$ cat src/rtl/xc_malu_seq_if.sv
// Request/response bundle for the shared MALU multiply sequencer.
// Two requesters present operations; one response port returns results.
interface xc_malu_seq_if;

  // Requester 0
  logic        req0_valid;
  logic        req0_ready;
  logic [1:0]  req0_op;
  logic [31:0] req0_rs1;
  logic [31:0] req0_rs2;

  // Requester 1
  logic        req1_valid;
  logic        req1_ready;
  logic [1:0]  req1_op;
  logic [31:0] req1_rs1;
  logic [31:0] req1_rs2;

  // Response
  logic        rsp_valid;
  logic        rsp_ready;
  logic        rsp_id;
  logic [31:0] rsp_result;

  // Issue/writeback side: drives requests, consumes responses.
  modport master (
    output req0_valid, req0_op, req0_rs1, req0_rs2,
    output req1_valid, req1_op, req1_rs1, req1_rs2,
    output rsp_ready,
    input  req0_ready, req1_ready,
    input  rsp_valid, rsp_id, rsp_result
  );

  // Sequencer side.
  modport slave (
    input  req0_valid, req0_op, req0_rs1, req0_rs2,
    input  req1_valid, req1_op, req1_rs1, req1_rs2,
    input  rsp_ready,
    output req0_ready, req1_ready,
    output rsp_valid, rsp_id, rsp_result
  );

endinterface

$ cat src/rtl/xc_malu_seq.sv
// Iterative radix-2 multiply sequencer shared by two requesters.
// Round-robin arbitration in IDLE, 32 shift-and-add (or shift-and-xor)
// steps, then one result word held on a valid/ready response port.
module xc_malu_seq (
  input  logic             clock,
  input  logic             resetn,
  input  logic             flush,
  output logic             busy,
  xc_malu_seq_if.slave     bus
);

  typedef enum logic [1:0] {
    ST_IDLE = 2'd0,
    ST_STEP = 2'd1,
    ST_DONE = 2'd2
  } state_t;

  // op encoding: bit 1 selects carry-less, bit 0 selects the high word
  localparam logic [4:0] LAST_STEP = 5'd31;

  state_t      r_state;
  state_t      w_state_nxt;

  logic [31:0] r_acc_hi;
  logic [31:0] r_acc_lo;
  logic [31:0] r_mcand;
  logic [1:0]  r_op;
  logic        r_id;
  logic [4:0]  r_cnt;
  logic        r_prio;

  logic        w_idle;
  logic        w_done;
  logic        w_req0_ready;
  logic        w_req1_ready;
  logic        w_accept;
  logic        w_last;
  logic [31:0] w_addend;
  logic [32:0] w_sum;

  assign w_idle = (r_state == ST_IDLE);
  assign w_done = (r_state == ST_DONE);
  assign w_last = (r_cnt == LAST_STEP);

  // Round-robin grant: prio names the requester that wins a tie.
  // flush blocks acceptance so an abort can never race a new operation.
  assign w_req0_ready = w_idle & ~flush & bus.req0_valid
                      & (~bus.req1_valid | ~r_prio);
  assign w_req1_ready = w_idle & ~flush & bus.req1_valid
                      & (~bus.req0_valid |  r_prio);
  assign w_accept     = w_req0_ready | w_req1_ready;

  // One multiply step: add (integer) or xor (carry-less) the multiplicand
  // into the upper accumulator when the current multiplier bit is set.
  always_comb begin
    // NOTE: every combinational output gets a default first so no path
    // leaves it unassigned, which would otherwise infer a latch.
    w_addend = '0;
    w_sum    = '0;
    if (r_acc_lo[0]) begin
      w_addend = r_mcand;
    end
    if (r_op[1]) begin
      w_sum = {1'b0, r_acc_hi ^ w_addend};
    end else begin
      w_sum = {1'b0, r_acc_hi} + {1'b0, w_addend};
    end
  end

  // State register.
  always_ff @(posedge clock or negedge resetn) begin
    if (!resetn) begin
      r_state <= ST_IDLE;
    end else begin
      // NOTE: sequential state uses non-blocking assignment so every
      // register samples pre-edge values, independent of block ordering.
      r_state <= w_state_nxt;
    end
  end

  // Next-state logic; flush overrides accept and the response handshake.
  always_comb begin
    w_state_nxt = r_state;
    if (flush) begin
      w_state_nxt = ST_IDLE;
    end else begin
      unique case (r_state)
        ST_IDLE: if (w_accept)      w_state_nxt = ST_STEP;
        ST_STEP: if (w_last)        w_state_nxt = ST_DONE;
        ST_DONE: if (bus.rsp_ready) w_state_nxt = ST_IDLE;
        default:                    w_state_nxt = ST_IDLE;
      endcase
    end
  end

  // Output logic; response fields are forced to zero outside DONE so an
  // aborted or in-progress accumulator is never visible.
  always_comb begin
    bus.req0_ready = w_req0_ready;
    bus.req1_ready = w_req1_ready;
    bus.rsp_valid  = w_done;
    bus.rsp_id     = 1'b0;
    bus.rsp_result = '0;
    busy           = ~w_idle;
    if (w_done) begin
      bus.rsp_id     = r_id;
      bus.rsp_result = r_op[0] ? r_acc_hi : r_acc_lo;
    end
  end

  // Operand capture on accept and accumulator shift on each step.
  always_ff @(posedge clock or negedge resetn) begin
    if (!resetn) begin
      // NOTE: datapath registers are reset as well so the response port
      // and all internal state come up at known zero values.
      r_acc_hi <= '0;
      r_acc_lo <= '0;
      r_mcand  <= '0;
      r_op     <= '0;
      r_id     <= 1'b0;
      r_cnt    <= '0;
      r_prio   <= 1'b0;
    end else if (w_accept) begin
      r_acc_hi <= '0;
      r_acc_lo <= w_req1_ready ? bus.req1_rs2 : bus.req0_rs2;
      r_mcand  <= w_req1_ready ? bus.req1_rs1 : bus.req0_rs1;
      r_op     <= w_req1_ready ? bus.req1_op  : bus.req0_op;
      r_id     <= w_req1_ready;
      r_cnt    <= '0;
      // The requester just served loses the next tie.
      r_prio   <= w_req0_ready;
    end else if ((r_state == ST_STEP) && !flush) begin
      // {acc_hi, acc_lo} <= {carry, sum, acc_lo[31:1]}; wraps cnt after 31
      r_acc_hi <= w_sum[32:1];
      r_acc_lo <= {w_sum[0], r_acc_lo[31:1]};
      r_cnt    <= r_cnt + 5'd1;
    end
  end

  // Arbitration invariants: grants are exclusive and never unrequested.
  a_ready_onehot : assert property (@(posedge clock) disable iff (!resetn)
    !(w_req0_ready && w_req1_ready));
  a_ready0_valid : assert property (@(posedge clock) disable iff (!resetn)
    w_req0_ready |-> bus.req0_valid);
  a_ready1_valid : assert property (@(posedge clock) disable iff (!resetn)
    w_req1_ready |-> bus.req1_valid);

endmodule

$ cat src/flat_wrapper.sv
// flat-port wrapper written by rule: the top's interface ports become plain ports
module xc_malu_seq_flat 
  (clock, resetn, flush, busy, bus_req0_valid, bus_req0_op, bus_req0_rs1, bus_req0_rs2, bus_req1_valid, bus_req1_op, bus_req1_rs1, bus_req1_rs2, bus_rsp_ready, bus_req0_ready, bus_req1_ready, bus_rsp_valid, bus_rsp_id, bus_rsp_result);
  xc_malu_seq_if bus_i ();
  input  logic clock;
  input  logic resetn;
  input  logic flush;
  output logic busy;
  input wire logic [$bits(bus_i.req0_valid)-1:0] bus_req0_valid;
  input wire logic [$bits(bus_i.req0_op)-1:0] bus_req0_op;
  input wire logic [$bits(bus_i.req0_rs1)-1:0] bus_req0_rs1;
  input wire logic [$bits(bus_i.req0_rs2)-1:0] bus_req0_rs2;
  input wire logic [$bits(bus_i.req1_valid)-1:0] bus_req1_valid;
  input wire logic [$bits(bus_i.req1_op)-1:0] bus_req1_op;
  input wire logic [$bits(bus_i.req1_rs1)-1:0] bus_req1_rs1;
  input wire logic [$bits(bus_i.req1_rs2)-1:0] bus_req1_rs2;
  input wire logic [$bits(bus_i.rsp_ready)-1:0] bus_rsp_ready;
  output wire logic [$bits(bus_i.req0_ready)-1:0] bus_req0_ready;
  output wire logic [$bits(bus_i.req1_ready)-1:0] bus_req1_ready;
  output wire logic [$bits(bus_i.rsp_valid)-1:0] bus_rsp_valid;
  output wire logic [$bits(bus_i.rsp_id)-1:0] bus_rsp_id;
  output wire logic [$bits(bus_i.rsp_result)-1:0] bus_rsp_result;
  assign bus_i.req0_valid = bus_req0_valid;
  assign bus_i.req0_op = bus_req0_op;
  assign bus_i.req0_rs1 = bus_req0_rs1;
  assign bus_i.req0_rs2 = bus_req0_rs2;
  assign bus_i.req1_valid = bus_req1_valid;
  assign bus_i.req1_op = bus_req1_op;
  assign bus_i.req1_rs1 = bus_req1_rs1;
  assign bus_i.req1_rs2 = bus_req1_rs2;
  assign bus_i.rsp_ready = bus_rsp_ready;
  assign bus_req0_ready = bus_i.req0_ready;
  assign bus_req1_ready = bus_i.req1_ready;
  assign bus_rsp_valid = bus_i.rsp_valid;
  assign bus_rsp_id = bus_i.rsp_id;
  assign bus_rsp_result = bus_i.rsp_result;
  xc_malu_seq u_core (.clock(clock), .resetn(resetn), .flush(flush), .busy(busy), .bus(bus_i));
endmodule
$ cat config.mk
export PLATFORM = sky130hd
export DESIGN_NAME = xc_malu_seq_flat
export DESIGN_NICKNAME = d
export VERILOG_FILES = /design/src/rtl/xc_malu_seq_if.sv /design/src/rtl/xc_malu_seq.sv /design/src/flat_wrapper.sv
export SDC_FILE = /design/constraint.sdc
export NUM_CORES = 1
export LEC_CHECK = 0
export ABC_AREA = 1
export CORE_UTILIZATION = 56
export CTS_CLUSTER_SIZE = 10
export DETAILED_ROUTE_END_ITERATION = 7
export GPL_TIMING_DRIVEN = 0
export PLACE_DENSITY = 0.95
export SLEW_MARGIN = 40
export SYNTH_ARGS = -nofsm -noshare
export SYNTH_HDL_FRONTEND = slang
export SYNTH_SLANG_ARGS = --single-unit
$ cat constraint.sdc
create_clock -name clock -period 6.7 [get_ports clock]
set_clock_uncertainty 0.1 [all_clocks]
set_input_delay 0.67 -clock clock [delete_from_list [all_inputs] [get_ports clock]]
set_output_delay 0.67 -clock clock [all_outputs]
set_load 0.005 [all_outputs]
==> flow_summary_export.csv, run 1 <==
group,metric,value,unit
run_status,outcome,"complete, but fails checks",
run_status,failing_checks,"DRC",
power,internal_power,2030,µW
yosys,post_synth_mux_area_share,0,%
timing,grt_setup_unrepaired,"no",
cts,numCtsBuffers,9,
place,place_area,9870,µm²
floorplanning,initial_core_util,58.5,%
yosys,edff_count_synth,0,
floorplanning,die_height,121,µm
timing,max_freq,285,MHz
layout,most_common_cell_after_layout_fill_and_taps_aside,"sky130_fd_sc_hd__nand2_1",
yosys,yosysWarnings,0,
layout,finalNetCount,1580,
yosys,synth_seq_area_share,34.0,%
place,io_buffer_count,174,
place,dpl_hpwl,21700,µm
timing,sum_neg_setup_slack,0,ns
routing,detail_route.drc_violations,2,
global_route,grt-busiest-layer,"met2",
routing,wl_per_cell,17.3,µm
cts,clock_latency,0.36,ns
global_route,global_route.overflow_total,0,
routing,vias_per_cell,5.74,
setup_path,timing.critical_path.fanout_max,10,
yosys,synthesized_area_fraction_occupied_by_adder_cells,5.66,%
timing,timing_max_transition_violations_final,0,
power,total_switching_power,1960,µW
cts,tritoncts,"built",
floorplanning,ios,175,
yosys,ys_types,36,
hold_path,hp-class,"input port to async pin",
power,power.density,392,nW/µm²
cts,postcts_setup_bufs,0,
yosys,netlist_top_cells_area,"sky130_fd_sc_hd__dfrtp_1 (34%), sky130_fd_sc_hd__nand2_1 (19%), sky130_fd_sc_hd__a21oi_1 (8.5%)",
layout,n_antenna_cell,0,
yosys,synth_seq_cells,107,
setup_path,timing.rr.start,"u_core.r_acc_lo[0]$_DFFE_PN0P_",
power,p_clk_share,14.5,%
setup_path,crit_type,"register to primary output",
yosys,synth_fp_nets,1394,
setup_path,worst_setup_path_end_kind,"primary output",
power,power_frac_seq,29.9,%
layout,final_layout_size_suffix_gt1_share,4.33,%
layout,final_design_area_excluding_fillers,10200,µm²
power,combinationalPowerShare,55.6,%
timing,slew_headroom,51.3,%
global_route,met3_usage_grt,6.46,%
timing,setup_violations_final,0,
cts,clockBufferDepth,2,
setup_path,reg2reg_slack,3.76,ns
timing,hold_viol_final,0,
power,swShare,49.1,%
floorplanning,fp-row-count,42,
routing,routed_wirelength,27400,µm
global_route,antenna_found_initial,0,
layout,layout_common_cells,"sky130_fd_sc_hd__nand2_1 (407), sky130_fd_sc_hd__clkdlybuf4s50_1 (173), sky130_fd_sc_hd__inv_1 (166)",
setup_path,rr_endpoint,"u_core.r_acc_hi[31]$_DFFE_PN0P_",
routing,route.vias.total,9102,
timing,period_minus_slack,3.51,ns
layout,layout.core_utilization,75.6,%
yosys,yosys.area_share.xor_xnor,0.445,%
cts,clk_pin_slew_worst_paths,0.08,ns
layout,area.growth.synth_to_final,29.2,%
routing,detailed_router_iteration_count_before_antenna_repair,8,
floorplanning,die_area,14500,µm²
cts,count_of_hold_fix_buffers_inserted_at_cts,0,
cts,clock_sink_count,107,
cts,cts.htree.levels,3,
global_route,grt_start_max_net_pins,58,
yosys,synth_compound_gate_area_share,18.4,%
global_route,grt_usage,38.9,%
yosys,netlist_instances,1221,
floorplanning,core_box_area,13500,µm²
yosys,largest_family_of_logic_cells_by_synthesized_area,"simple AND/OR/NAND/NOR gates",
global_route,grt_pass1_wl,43400,µm
setup_path,timing.critical_path.from_type,"register",
yosys,synth-main-ff-cell,"sky130_fd_sc_hd__dfrtp_1",
yosys,syn_avg_cell_area,6.45,µm²
power,ir_drop,0.177,mV
place,gp_congestion,0.977,
yosys,async_reset_ff_share,100,%
yosys,synth_largest_area_cell,"sky130_fd_sc_hd__dfrtp_1",
routing,drtIter0Drc,981,
flow_run,max_cap_viol_count,0,
yosys,syn-cell-area,7870,µm²
cts,clk_root_buffer_cell,"sky130_fd_sc_hd__clkbuf_16",
yosys,yosys.area.top_type_share,34.0,%
floorplanning,fp.dieW,121,µm
timing,actual_transition_at_the_worst_max_transition_pin,0.730,ns
setup_path,critical_path_arrival,2.74,ns
setup_path,worstRegToRegCells,15,
power,total_leakage_power,0.00515,µW
timing,period_share,52.4,%
global_route,use_met1,51.5,%
routing,drt.antenna.violating_nets,0,
global_route,groute.layer.met2.usage,62.6,%
setup_path,critical_path_required,5.93,ns
yosys,synth-simple-area-share,29.7,%
global_route,grt_pass1_vias,8763,
cts,post_cts_resize_count,0,
[power groups by stage]
stage / clock network (µW) / registers, µW / logic [µW]
floorplan: 0 / 1090 / 1550
global placement: 0 / 1170 / 2080
detailed placement: 0 / 1180 / 2150
CTS: 570 / 1170 / 2170
global route: 590 / 1210 / 2490
finish: 578 / 1190 / 2220
[critical path, stage by stage, from the launching register on]
cell and delay [ns]:
sky130_fd_sc_hd__dfrtp_1 0.40, sky130_fd_sc_hd__nor2_1 0.48, sky130_fd_sc_hd__clkbuf_1 0.44, sky130_fd_sc_hd__o21ai_0 0.17
sky130_fd_sc_hd__a21oi_1 0.33, sky130_fd_sc_hd__clkdlybuf4s50_1 0.57
[metal layers]
layer | up-vias | share of wire, %
met5 | - | 0
met4 | 0 | 4.5
met3 | 94 | 9.9
met2 | 541 | 45
met1 | 4193 | 41
li1 | 4274 | -
[stage by stage]
stage                     total power [µW]  worst slack, ns  hold slack, ns  cells
after CTS                             3910             3.29           0.140   1586
after global placement                3250            0.873           0.347   1571
final                                 3990             3.19           0.112   1586
after detailed placement              3330             3.47           0.356   1572
after floorplan                       2640             4.55           0.274   1221
after global routing                  4290             3.11           0.153   1586
[synthesized netlist by cell type, types with 2 or more instances]
library cell               number
sky130_fd_sc_hd__a21oi_1      134
sky130_fd_sc_hd__a22o_1         2
sky130_fd_sc_hd__a22oi_1        5
sky130_fd_sc_hd__a31oi_1       15
sky130_fd_sc_hd__buf_1          3
sky130_fd_sc_hd__buf_2         21
sky130_fd_sc_hd__buf_4          3
sky130_fd_sc_hd__buf_6          5
sky130_fd_sc_hd__clkbuf_1      23
sky130_fd_sc_hd__clkinv_1       3
sky130_fd_sc_hd__dfrtp_1      107
sky130_fd_sc_hd__ha_1          34
sky130_fd_sc_hd__inv_1        166
sky130_fd_sc_hd__inv_2          2
sky130_fd_sc_hd__nand2_1      407
sky130_fd_sc_hd__nand2_2        2
sky130_fd_sc_hd__nand3_1       49
sky130_fd_sc_hd__nand3b_1       2
sky130_fd_sc_hd__nor2_1       104
sky130_fd_sc_hd__nor2_8         3
sky130_fd_sc_hd__nor3_1         7
sky130_fd_sc_hd__nor4_1         3
sky130_fd_sc_hd__o211ai_1       3
sky130_fd_sc_hd__o21ai_0       66
sky130_fd_sc_hd__o21ai_1       11
sky130_fd_sc_hd__o21bai_1       2
sky130_fd_sc_hd__o221a_2        5
sky130_fd_sc_hd__o22ai_1       23
sky130_fd_sc_hd__or2_2          2
sky130_fd_sc_hd__xor2_1         3
[final cells by class]
| type | count | area, µm² |
|---|---|---|
| multi-input combinational | 887 | 4270 |
| fill | 1048 | 3280 |
| sequential | 107 | 2680 |
| timing repair buffer | 175 | 1770 |
| inverter | 172 | 648 |
| buffer | 55 | 282 |
| clock buffer | 10 | 229 |
| tap | 176 | 220 |
| clock inverter | 4 | 76.3 |
[kinds of logic (layout without fill, tap and decap cells)]
family | Yosys count | in the layout
and+or+nand+nor | 581 | 581
AOI/OAI and AO/OA | 267 | 267
buffers and inverters | 227 | 416
adders and majority gates | 35 | 35
xor gates and xnor gates | 4 | 4
DFF | 107 | 107
[worst max-delay path by stage]
stage / slack [ns] / to / startpoint / cells past startpoint
3_5_place_dp: 3.47 / bus_req1_ready / flush / 6
2_1_floorplan: 4.55 / u_core.r_acc_hi[31]$_DFFE_PN0P_ / u_core.r_acc_lo[0]$_DFFE_PN0P_ / 15
6_report: 3.19 / bus_rsp_result[30] / u_core.r_state[0]$_DFFE_PN0P_ / 5
5_1_grt: 3.11 / bus_rsp_result[15] / u_core.r_state[1]$_DFFE_PN0P_ / 6
3_3_place_gp: 0.87 / u_core.r_mcand[18]$_DFFE_PN0N_ / resetn / 1
4_1_cts: 3.29 / bus_rsp_result[15] / u_core.r_state[0]$_DFFE_PN0P_ / 5
[sequential cells by signal, indices dropped and copies added (netlist names)]
register,count
u_core.r_acc_lo,32
u_core.r_prio,1
u_core.r_id,1
u_core.r_acc_hi,32
u_core.r_state,2
u_core.r_cnt,5
u_core.r_mcand,32
u_core.r_op,2
Power figures use the tool's default switching activity.
==> inputs of run 2 (changes only) <==
CORE_UTILIZATION = 47   (was 56)
PLACE_DENSITY = 0.88   (was 0.95)
clock period = 3.11 ns   (was 6.7 ns; I/O delays follow)
==> run 2 against run 1 <==
Routed wire length up 0.26%. Utilization down 12 points. Hold slack better by 0.23 ns. Via count down 2.9%. Non-clock buffer count unchanged. Critical path type unchanged. Critical endpoint is now bus_rsp_result[16]. Die area up 19%. Global-route usage down 6.5 points. Sequential cell count unchanged. The flow now finishes without violations. Sequential power up 120%.
==> flow_summary_export.csv, run 2 (synthesis gave the netlist of run 1 again) <==
group,metric,value,unit
timing,hold_viol_final,0,
layout,most_common_cell_after_layout_fill_and_taps_aside,"sky130_fd_sc_hd__nand2_1",
routing,wl_met2,12600,µm
flow_run,max_cap_viol_count,0,
power,internal_power,4320,µW
setup_path,reg2reg_slack,0.38,ns
place,io_buffer_count,174,
power,total_switching_power,4190,µW
timing,max_freq,337,MHz
routing,drt.antenna.violating_nets,0,
routing,vias_per_cell,5.43,
floorplanning,die_height,131,µm
layout,area.growth.synth_to_final,29.8,%
run_status,outcome,"finished, final reports clean",
timing,slew_headroom,54.2,%
cts,clk_root_buffer_cell,"sky130_fd_sc_hd__clkbuf_16",
routing,wirelength_met1,11100,µm
setup_path,timing.critical_path.from,"u_core.r_state[0]$_DFFE_PN0P_",
setup_path,rr_endpoint,"u_core.r_acc_hi[27]$_DFFE_PN0P_",
setup_path,max_stage_delay,0.57,ns
setup_path,timing.rr.start,"u_core.r_acc_lo[0]$_DFFE_PN0P_",
cts,postcts_setup_bufs,0,
floorplanning,fp.dieW,131,µm
layout,layout_common_cells,"sky130_fd_sc_hd__nand2_1 (407), sky130_fd_sc_hd__clkdlybuf4s50_1 (173), sky130_fd_sc_hd__inv_1 (166)",
cts,cts.htree.levels,3,
cts,clock_latency,0.36,ns
place,gp_congestion,0.967,
timing,actual_transition_at_the_worst_max_transition_pin,0.688,ns
global_route,grt_usage,32.4,%
routing,wl_per_cell,16.9,µm
global_route,grt_pass1_wl,43800,µm
layout,n_antenna_cell,0,
cts,clock_sink_count,107,
cts,numCtsBuffers,9,
power,ir_drop,0.361,mV
hold_path,hp-class,"input port to async pin",
setup_path,critical_path_required,2.70,ns
setup_path,timing.critical_path.from_type,"register",
power,total_leakage_power,0.00515,µW
floorplanning,fp-row-count,46,
layout,regs_by_ff_count,"u_core.r_acc_hi (32), u_core.r_acc_lo (32), u_core.r_mcand (32)",
cts,clk_pin_slew_worst_paths,0.07,ns
power,combinationalPowerShare,55.7,%
global_route,grt_start_max_net_pins,59,
power,design_power_total,8510,µW
floorplanning,die_area,17300,µm²
routing,highest-signal-layer,"met4",
setup_path,critical_path.n_buffers_inverters,2,
setup_path,critical_path.endpoint,"bus_rsp_result[16]",
setup_path,critical_path_arrival,2.56,ns
setup_path,worstRegToRegCells,17,
global_route,grt_pass1_vias,8556,
routing,detail_route.drc_violations,0,
routing,routed_wirelength,27500,µm
global_route,antenna_found_initial,0,
setup_path,timing.critical_path.max_delay_family,"buffers and inverters",
cts,clockBufferDepth,2,
power,power.density,833,nW/µm²
setup_path,crit_type,"register to primary output",
power,swShare,49.2,%
setup_path,crit_path_top_delay_cell,"sky130_fd_sc_hd__clkdlybuf4s50_1",
layout,layout.core_utilization,63.4,%
floorplanning,initial_core_util,48.9,%
setup_path,worstPathCellList,"nor2_1 -> clkinv_1 -> a21oi_1 -> clkdlybuf4s50_1",
power,p_clk_share,14.1,%
place,dpl_hpwl,21800,µm
setup_path,cp_num_cells,4,
timing,period_share,95.5,%
routing,detailed_router_iteration_count_before_antenna_repair,6,
floorplanning,ios,175,
timing,grt_setup_unrepaired,"no",
layout,final_layout_size_suffix_gt1_share,4.39,%
cts,tritoncts,"built",
setup_path,timing.critical_path.fanout_max,9,
global_route,global_route.overflow_total,0,
timing,timing_max_transition_violations_final,0,
routing,drtIter0Drc,855,
routing,route.vias.total,8840,
setup_path,worst_setup_path_end_kind,"primary output",
floorplanning,core_box_area,16100,µm²
timing,setup_violations_final,0,
power,power_frac_seq,30.2,%
routing,met3WireLength,2540,µm
layout,finalNetCount,1580,
timing,period_minus_slack,2.97,ns
run 2: how the worst min path moves through the flow:
stage,depth (start not counted),to,slack (ns),startpoint
floorplan,0,u_core.r_acc_hi[0]$_DFFE_PN0P_,-0.08,resetn
global placement,1,u_core.r_cnt[3]$_DFFE_PN0P_,0.35,u_core.r_cnt[3]$_DFFE_PN0P_
detailed placement,1,u_core.r_acc_lo[9]$_DFFE_PN0P_,0.15,resetn
CTS,1,u_core.r_cnt[3]$_DFFE_PN0P_,0.36,u_core.r_cnt[3]$_DFFE_PN0P_
global route,1,u_core.r_cnt[3]$_DFFE_PN0P_,0.39,u_core.r_cnt[3]$_DFFE_PN0P_
finish,2,u_core.r_acc_lo[9]$_DFFE_PN0P_,0.35,resetn
run 2: worst reg2reg max path, cell delays in order (launching register included):
cell and delay (ns):
sky130_fd_sc_hd__dfrtp_1 0.51, sky130_fd_sc_hd__nand2_1 0.11, sky130_fd_sc_hd__inv_1 0.09, sky130_fd_sc_hd__ha_1 0.17
sky130_fd_sc_hd__inv_1 0.07, sky130_fd_sc_hd__fa_1 0.40, sky130_fd_sc_hd__inv_1 0.07, sky130_fd_sc_hd__nand3_1 0.06
sky130_fd_sc_hd__nand2_1 0.12, sky130_fd_sc_hd__nand2_1 0.07, sky130_fd_sc_hd__nand2_1 0.17, sky130_fd_sc_hd__nand3_1 0.10
sky130_fd_sc_hd__nand2_1 0.16, sky130_fd_sc_hd__nand2_1 0.09, sky130_fd_sc_hd__nand2_1 0.07, sky130_fd_sc_hd__nand2_1 0.04
sky130_fd_sc_hd__nand3_1 0.14, sky130_fd_sc_hd__nand2_1 0.08
run 2: final cells by class:
type,instances,area (µm²)
multi-input cells,887,4270
well taps,216,270
fillers,1483,5890
inverters,172,648
repair buffers,176,1780
flip-flops and latches,107,2680
clock inverters,3,46.3
plain buffers,54,279
clock buffers,13,250
run 2: what timing repair did:
item / in CTS / in global routing
hold buffers: 1 / 0
gates resized for setup: 0 / 2
setup endpoints to repair: 0 / 10
endpoints found under the hold margin: 49 / 0
run 2: power groups by stage:
| stage | combinational (µW) | sequential (µW) | clock (µW) |
|---|---|---|---|
| 5_1_grt | 5310 | 2630 | 1250 |
| 2_1_floorplan | 3340 | 2350 | 0 |
| 4_1_cts | 4680 | 2520 | 1200 |
| 3_5_place_dp | 4640 | 2540 | 0 |
| 6_report | 4740 | 2570 | 1200 |
| 3_3_place_gp | 4520 | 2520 | 0 |
run 2: stage by stage:
step	cell area, µm²	setup TNS [ns]	std cells	hold slack (ns)	setup slack [ns]
floorplan	7870	0	1221	-0.0846	0.957
global placement	9890	-262.74	1611	0.350	-2.47
detailed placement	9920	0	1612	0.150	0.174
CTS	10200	0	1629	0.363	0.175
global route	10200	0	1628	0.393	0.0704
finish	10200	0	1628	0.346	0.140
run 2: routing by layer:
layer / vias up / global-route usage, %
li1: 4274 / -
met3: 76 / 4.98
met2: 463 / 52.9
met5: - / 0
met4: 0 / 16.0
met1: 4027 / 41.8
==> inputs of run 3 (changes only) <==
CAP_MARGIN = 20   (was default)
==> results of run 3 <==
The final DEF is identical to that of run 2; final timing and power are the same.
